$ cat config.mk
export PLATFORM = sky130hd
export DESIGN_NAME = shared_reg_arbiter
export DESIGN_NICKNAME = d
export VERILOG_FILES = /design/src/rtl/shared_reg_pkg.sv /design/src/rtl/shared_reg_arbiter_rr_pick.sv /design/src/rtl/shared_reg_arbiter.sv
export SDC_FILE = /design/constraint.sdc
export NUM_CORES = 1
export LEC_CHECK = 0
export BUFFER_PORTS_ARGS = -buffer_cell sky130_fd_sc_hd__buf_2
export CORE_MARGIN = 1.5
export CORE_UTILIZATION = 52
export CTS_CLUSTER_SIZE = 10
export DETAILED_ROUTE_END_ITERATION = 8
export PLACE_DENSITY = 0.8
export SLEW_MARGIN = 0
export SYNTH_ARGS = -nofsm -noshare
export SYNTH_HDL_FRONTEND = slang
export SYNTH_SLANG_ARGS = --single-unit
$ cat constraint.sdc
create_clock -name clk -period 3.45 [get_ports clk]
set_clock_uncertainty 0.1 [all_clocks]
set_input_delay 0.345 -clock clk [delete_from_list [all_inputs] [get_ports clk]]
set_output_delay 0.345 -clock clk [all_outputs]
set_load 0.02 [all_outputs]
$ cat src/rtl/shared_reg_pkg.sv
// +--------------------------------------------------------------------------+
// | shared_reg_pkg: shared constants and types for the shared-register arbiter |
// | Revision: 1.0                                                              |
// +--------------------------------------------------------------------------+
`default_nettype none

package shared_reg_pkg;

  localparam int WIDTH_DEF    = 4;
  localparam int NREQ_DEF     = 4;
  localparam int MAX_HOLD_DEF = 8;

  typedef enum logic {
    IDLE = 1'b0,
    OWN  = 1'b1
  } state_e;

  // Index width for an n-entry requester set; never narrower than one bit.
  function automatic int idx_w(input int n);
    return (n > 2) ? $clog2(n) : 1;
  endfunction

endpackage

`default_nettype wire

$ cat src/rtl/shared_reg_arbiter_rr_pick.sv
// +--------------------------------------------------------------------------+
// | rr_pick: combinational round-robin picker, first set req from ptr upward  |
// | Revision: 1.0                                                              |
// +--------------------------------------------------------------------------+
`default_nettype none

module rr_pick
  import shared_reg_pkg::*;
#(
  parameter int NREQ  = NREQ_DEF,
  parameter int IDX_W = idx_w(NREQ)
) (
  input  logic [NREQ-1:0]  req,
  input  logic [IDX_W-1:0] ptr,
  output logic [IDX_W-1:0] winner,
  output logic             any_req
);

  int idx;

  // Scan from the farthest offset down so the closest set bit to ptr wins last.
  always_comb begin
    winner  = '0;
    any_req = |req;
    idx     = 0;
    for (int k = NREQ - 1; k >= 0; k--) begin
      idx = int'(ptr) + k;
      if (idx >= NREQ) idx = idx - NREQ;
      if (req[IDX_W'(idx)]) winner = IDX_W'(idx);
    end
  end

endmodule

`default_nettype wire

$ cat src/rtl/shared_reg_arbiter.sv
// +--------------------------------------------------------------------------+
// | shared_reg_arbiter: round-robin owner of one shared holding register Q    |
// | Revision: 1.0                                                              |
// +--------------------------------------------------------------------------+
`default_nettype none

module shared_reg_arbiter
  import shared_reg_pkg::*;
#(
  parameter int WIDTH    = WIDTH_DEF,
  parameter int NREQ     = NREQ_DEF,
  parameter int MAX_HOLD = MAX_HOLD_DEF
) (
  input  logic                      clk,
  input  logic                      reset_n,
  input  logic [NREQ-1:0]           req,
  input  logic [NREQ*WIDTH-1:0]     wdata,
  output logic [NREQ-1:0]           gnt,
  output logic [idx_w(NREQ)-1:0]    owner,
  output logic                      preempt,
  output logic [WIDTH-1:0]          Q
);

  localparam int IDX_W  = idx_w(NREQ);
  localparam int HCNT_W = $clog2(MAX_HOLD + 1);

  state_e              state_q, state_d;
  logic [NREQ-1:0]     gnt_q, gnt_d;
  logic [IDX_W-1:0]    owner_q, owner_d;
  logic                preempt_q, preempt_d;
  logic [WIDTH-1:0]    q_q, q_d;
  logic [IDX_W-1:0]    ptr_q, ptr_d;
  logic [HCNT_W-1:0]   hcnt_q, hcnt_d;

  logic [IDX_W-1:0]    winner;
  logic                any_req;
  logic [IDX_W-1:0]    next_ptr;
  logic [WIDTH-1:0]    wdata_arr [NREQ];

  genvar gi;
  generate
    for (gi = 0; gi < NREQ; gi++) begin : g_unpack
      assign wdata_arr[gi] = wdata[gi*WIDTH +: WIDTH];
    end
  endgenerate

  rr_pick #(
    .NREQ  (NREQ),
    .IDX_W (IDX_W)
  ) u_rr_pick (
    .req     (req),
    .ptr     (ptr_q),
    .winner  (winner),
    .any_req (any_req)
  );

  // Explicit wrap keeps non-power-of-two requester counts in range.
  assign next_ptr = (owner_q == IDX_W'(NREQ - 1)) ? '0 : owner_q + 1'b1;

  always_comb begin
    state_d   = state_q;
    gnt_d     = gnt_q;
    owner_d   = owner_q;
    preempt_d = 1'b0;
    q_d       = q_q;
    ptr_d     = ptr_q;
    hcnt_d    = hcnt_q;
    case (state_q)
      IDLE: begin
        if (any_req) begin
          state_d        = OWN;
          gnt_d          = '0;
          gnt_d[winner]  = 1'b1;
          owner_d        = winner;
          hcnt_d         = HCNT_W'(1);
        end
      end
      OWN: begin
        if (req[owner_q]) begin
          q_d = wdata_arr[owner_q];
          if (hcnt_q == HCNT_W'(MAX_HOLD)) begin
            gnt_d     = '0;
            preempt_d = 1'b1;
            ptr_d     = next_ptr;
            hcnt_d    = '0;
            state_d   = IDLE;
          end else begin
            hcnt_d = hcnt_q + 1'b1;
          end
        end else begin
          gnt_d   = '0;
          ptr_d   = next_ptr;
          hcnt_d  = '0;
          state_d = IDLE;
        end
      end
      default: state_d = IDLE;
    endcase
  end

  always_ff @(posedge clk or negedge reset_n) begin
    if (!reset_n) begin
      state_q   <= IDLE;
      gnt_q     <= '0;
      owner_q   <= '0;
      preempt_q <= 1'b0;
      q_q       <= '0;
      ptr_q     <= '0;
      hcnt_q    <= '0;
    end else begin
      state_q   <= state_d;
      gnt_q     <= gnt_d;
      owner_q   <= owner_d;
      preempt_q <= preempt_d;
      q_q       <= q_d;
      ptr_q     <= ptr_d;
      hcnt_q    <= hcnt_d;
    end
  end

  assign gnt     = gnt_q;
  assign owner   = owner_q;
  assign preempt = preempt_q;
  assign Q       = q_q;

endmodule

`default_nettype wire

==> out/results.ini <==
[status]
status = complete, no violations

[clocking]
post_cts_buffers = 0
cts_resized = 0
numClockSinks = 18
cts_buffers = 3
clk_path_buf_depth = 2
clk_pin_slew_ps = 100
cts_hold_buf = 1
cts_tree = built
cts_root_buffer = clkbuf_4
ctsHtreeMaxLevel = 1
insertion_delay_ps = 300

[placement]
io_buffers = 32
dp_hpwl_mm = 1.53
gp_congestion = 0.796

[final_layout]
nets = 135
seqCellArea_sq_um = 450
multi_input_area_sq_um = 484
num_antenna_cells = 0
final_common_cell = buf_2
layout-drive-gt1-share = 0.468
nFillCells = 138
final_cell_mix = buf_2 (32), dfrtp_1 (18), mux2_2 (6)
area_delta_synth_final_pct = 21.9

[power]
p_per_area_nw_per_um2 = 871
ir_worst_vdd_mv = 0.587
p_leak_nw = 0.556
power.total_w = 0.00103

[drt]
drc = 0
viasPerCell = 5.52
wirelength_mm = 2.00
final_antenna_net_count = 0
first_pass_iters = 4
first_iter_violations = 11
wl_per_cell_um = 14.9
vias = 740

[yosys]
netlist_instances = 76
avgSynthCellArea_sq_um = 12.8
syn-cell-area_sq_um = 971
yosys_warnings = 0
synth-seq-area-share = 0.464
synth_cell_types = 30
synth-seq-cells = 18
synth_nets = 101

[setup_path]
critPathLaunchType = flop
path_class = flop to flop
required_ps = 3530
critical-path-slowest-cell = mux4_2
crit_buf_inv = 0
rrSetupSlack_ps = 1380
path_cells = mux4_2, a21boi_4, mux2_1
r2r-end = ptr_q[1]
rr_startpoint = owner[0]
critical-path-top-delay-family = multiplexers
cpPeakStageDelay_ps = 610
cp.depth = 3
reg2reg_depth = 3
path_max_fanout = 9
critPathCaptureType = flop
cp.arrival_ps = 2150

[floorplan]
ioPinCount = 33
fp-row-count = 15
floorplan.die_area_sq_um = 2140
start_util = 0.556
core_sq_um = 1750
die_y_um = 46.2
die_w_um = 46.2

[global_routing]
grt_pass1_wl_mm = 3.14
grt_pass1_vias = 703
grtUsageTotal = 0.215
antenna_found_initial = 0
grt-ovfl-total = 0
grt_max_degree = 19

[sta]
period_minus_slack_ps = 2070
worst_pin_slew_ps = 702
drv_slew = 0
setup_viol = 0
max_slew_margin = 0.531
fmax_mhz = 483
hold_viol = 0
period_share = 0.600
finalSetupTns_ps = 0
rsz0062_at_grt = no

[flow_run]
max-cap-violations = 0

[min_path]
holdCritPathClass = primary input to async pin

how the worst max path moves through the flow:
stage	slack (ps)	to	startpoint
after floorplan	1460	ptr_q[1]	owner[0]
after global placement	1450	ptr_q[1]	owner[0]
after detailed placement	1390	ptr_q[1]	owner[0]
after CTS	1360	ptr_q[1]	owner[0]
after global routing	1270	ptr_q[1]	owner[0]
final	1380	ptr_q[1]	owner[0]
final cells by class:
class,instances,area share
flip-flops and latches,18,0.381
multi-input cells,51,0.409
repair buffers,33,0.144
well taps,25,0.0264
inverters,3,0.00951
clock buffers,4,0.0307
per-stage QoR:
stage / cells / worst slack (ps) / instance area [sq um] / utilization / hold WS [ps]
finish: 134 / 1380 / 1180 / 0.678 / 385
global route: 134 / 1270 / 1180 / 0.678 / 387
CTS: 134 / 1360 / 1180 / 0.678 / 379
detailed placement: 129 / 1390 / 1140 / 0.652 / 192
global placement: 129 / 1450 / 1140 / 0.652 / 188
floorplan: 76 / 1460 / 971 / - / -50.6
power breakdown:
part,switching (W),total (W),internal (W)
Combinational,0.000249,0.000494,0.000246
Sequential,0.000105,0.000408,0.000303
Clock,0.0000644,0.000129,0.0000644
cells by family (layout without fill, tap and decap cells):
logic type / Yosys count / after routing / share of synthesized area
flops: 18 / 18 / 0.464
compound gates: 17 / 17 / 0.146
simple gates: 16 / 16 / 0.0889
mux: 13 / 13 / 0.207
buf+inv: 7 / 40 / 0.0374
fa+ha+maj: 3 / 3 / 0.0387
xor+xnor: 2 / 2 / 0.0180
per-layer routing:
metal,wire length [um],track usage,vias up,part of all wire
met3,78,0.0706,0,0.039
li1,-,-,354,-
met2,1130,0.378,15,0.56
met1,791,0.259,371,0.40
met4,0,0.0343,0,0
met5,0,0,-,0
registers in the layout (all words and copies together), names as in the netlist:
signal and count:
Q 4, gnt 4, hcnt_q 4, owner 2, preempt 1, ptr_q 2
state_q 1
synth_stat cells, drive strengths merged:
master	n	area share
dfrtp	18	0.46
mux2	7	0.081
nor2	6	0.026
a32o	5	0.052
mux4	5	0.12
buf	3	0.022
ha	3	0.039
inv	3	0.012
nor3	3	0.015
a21boi	2	0.027
a21oi	2	0.010
nand2	2	0.0077
o21ai	2	0.010
o22ai	2	0.013
xor2	2	0.018
a211oi	1	0.0077
clkbuf	1	0.0039
mux2i	1	0.010
nand3b	1	0.0077
nor2b	1	0.0064
nor3b	1	0.0077
o2111ai	1	0.0090
o21a	1	0.0077
o22a	1	0.0090
or2	1	0.0064
or4	1	0.012
No activity file was read; power rests on OpenSTA's default activity.
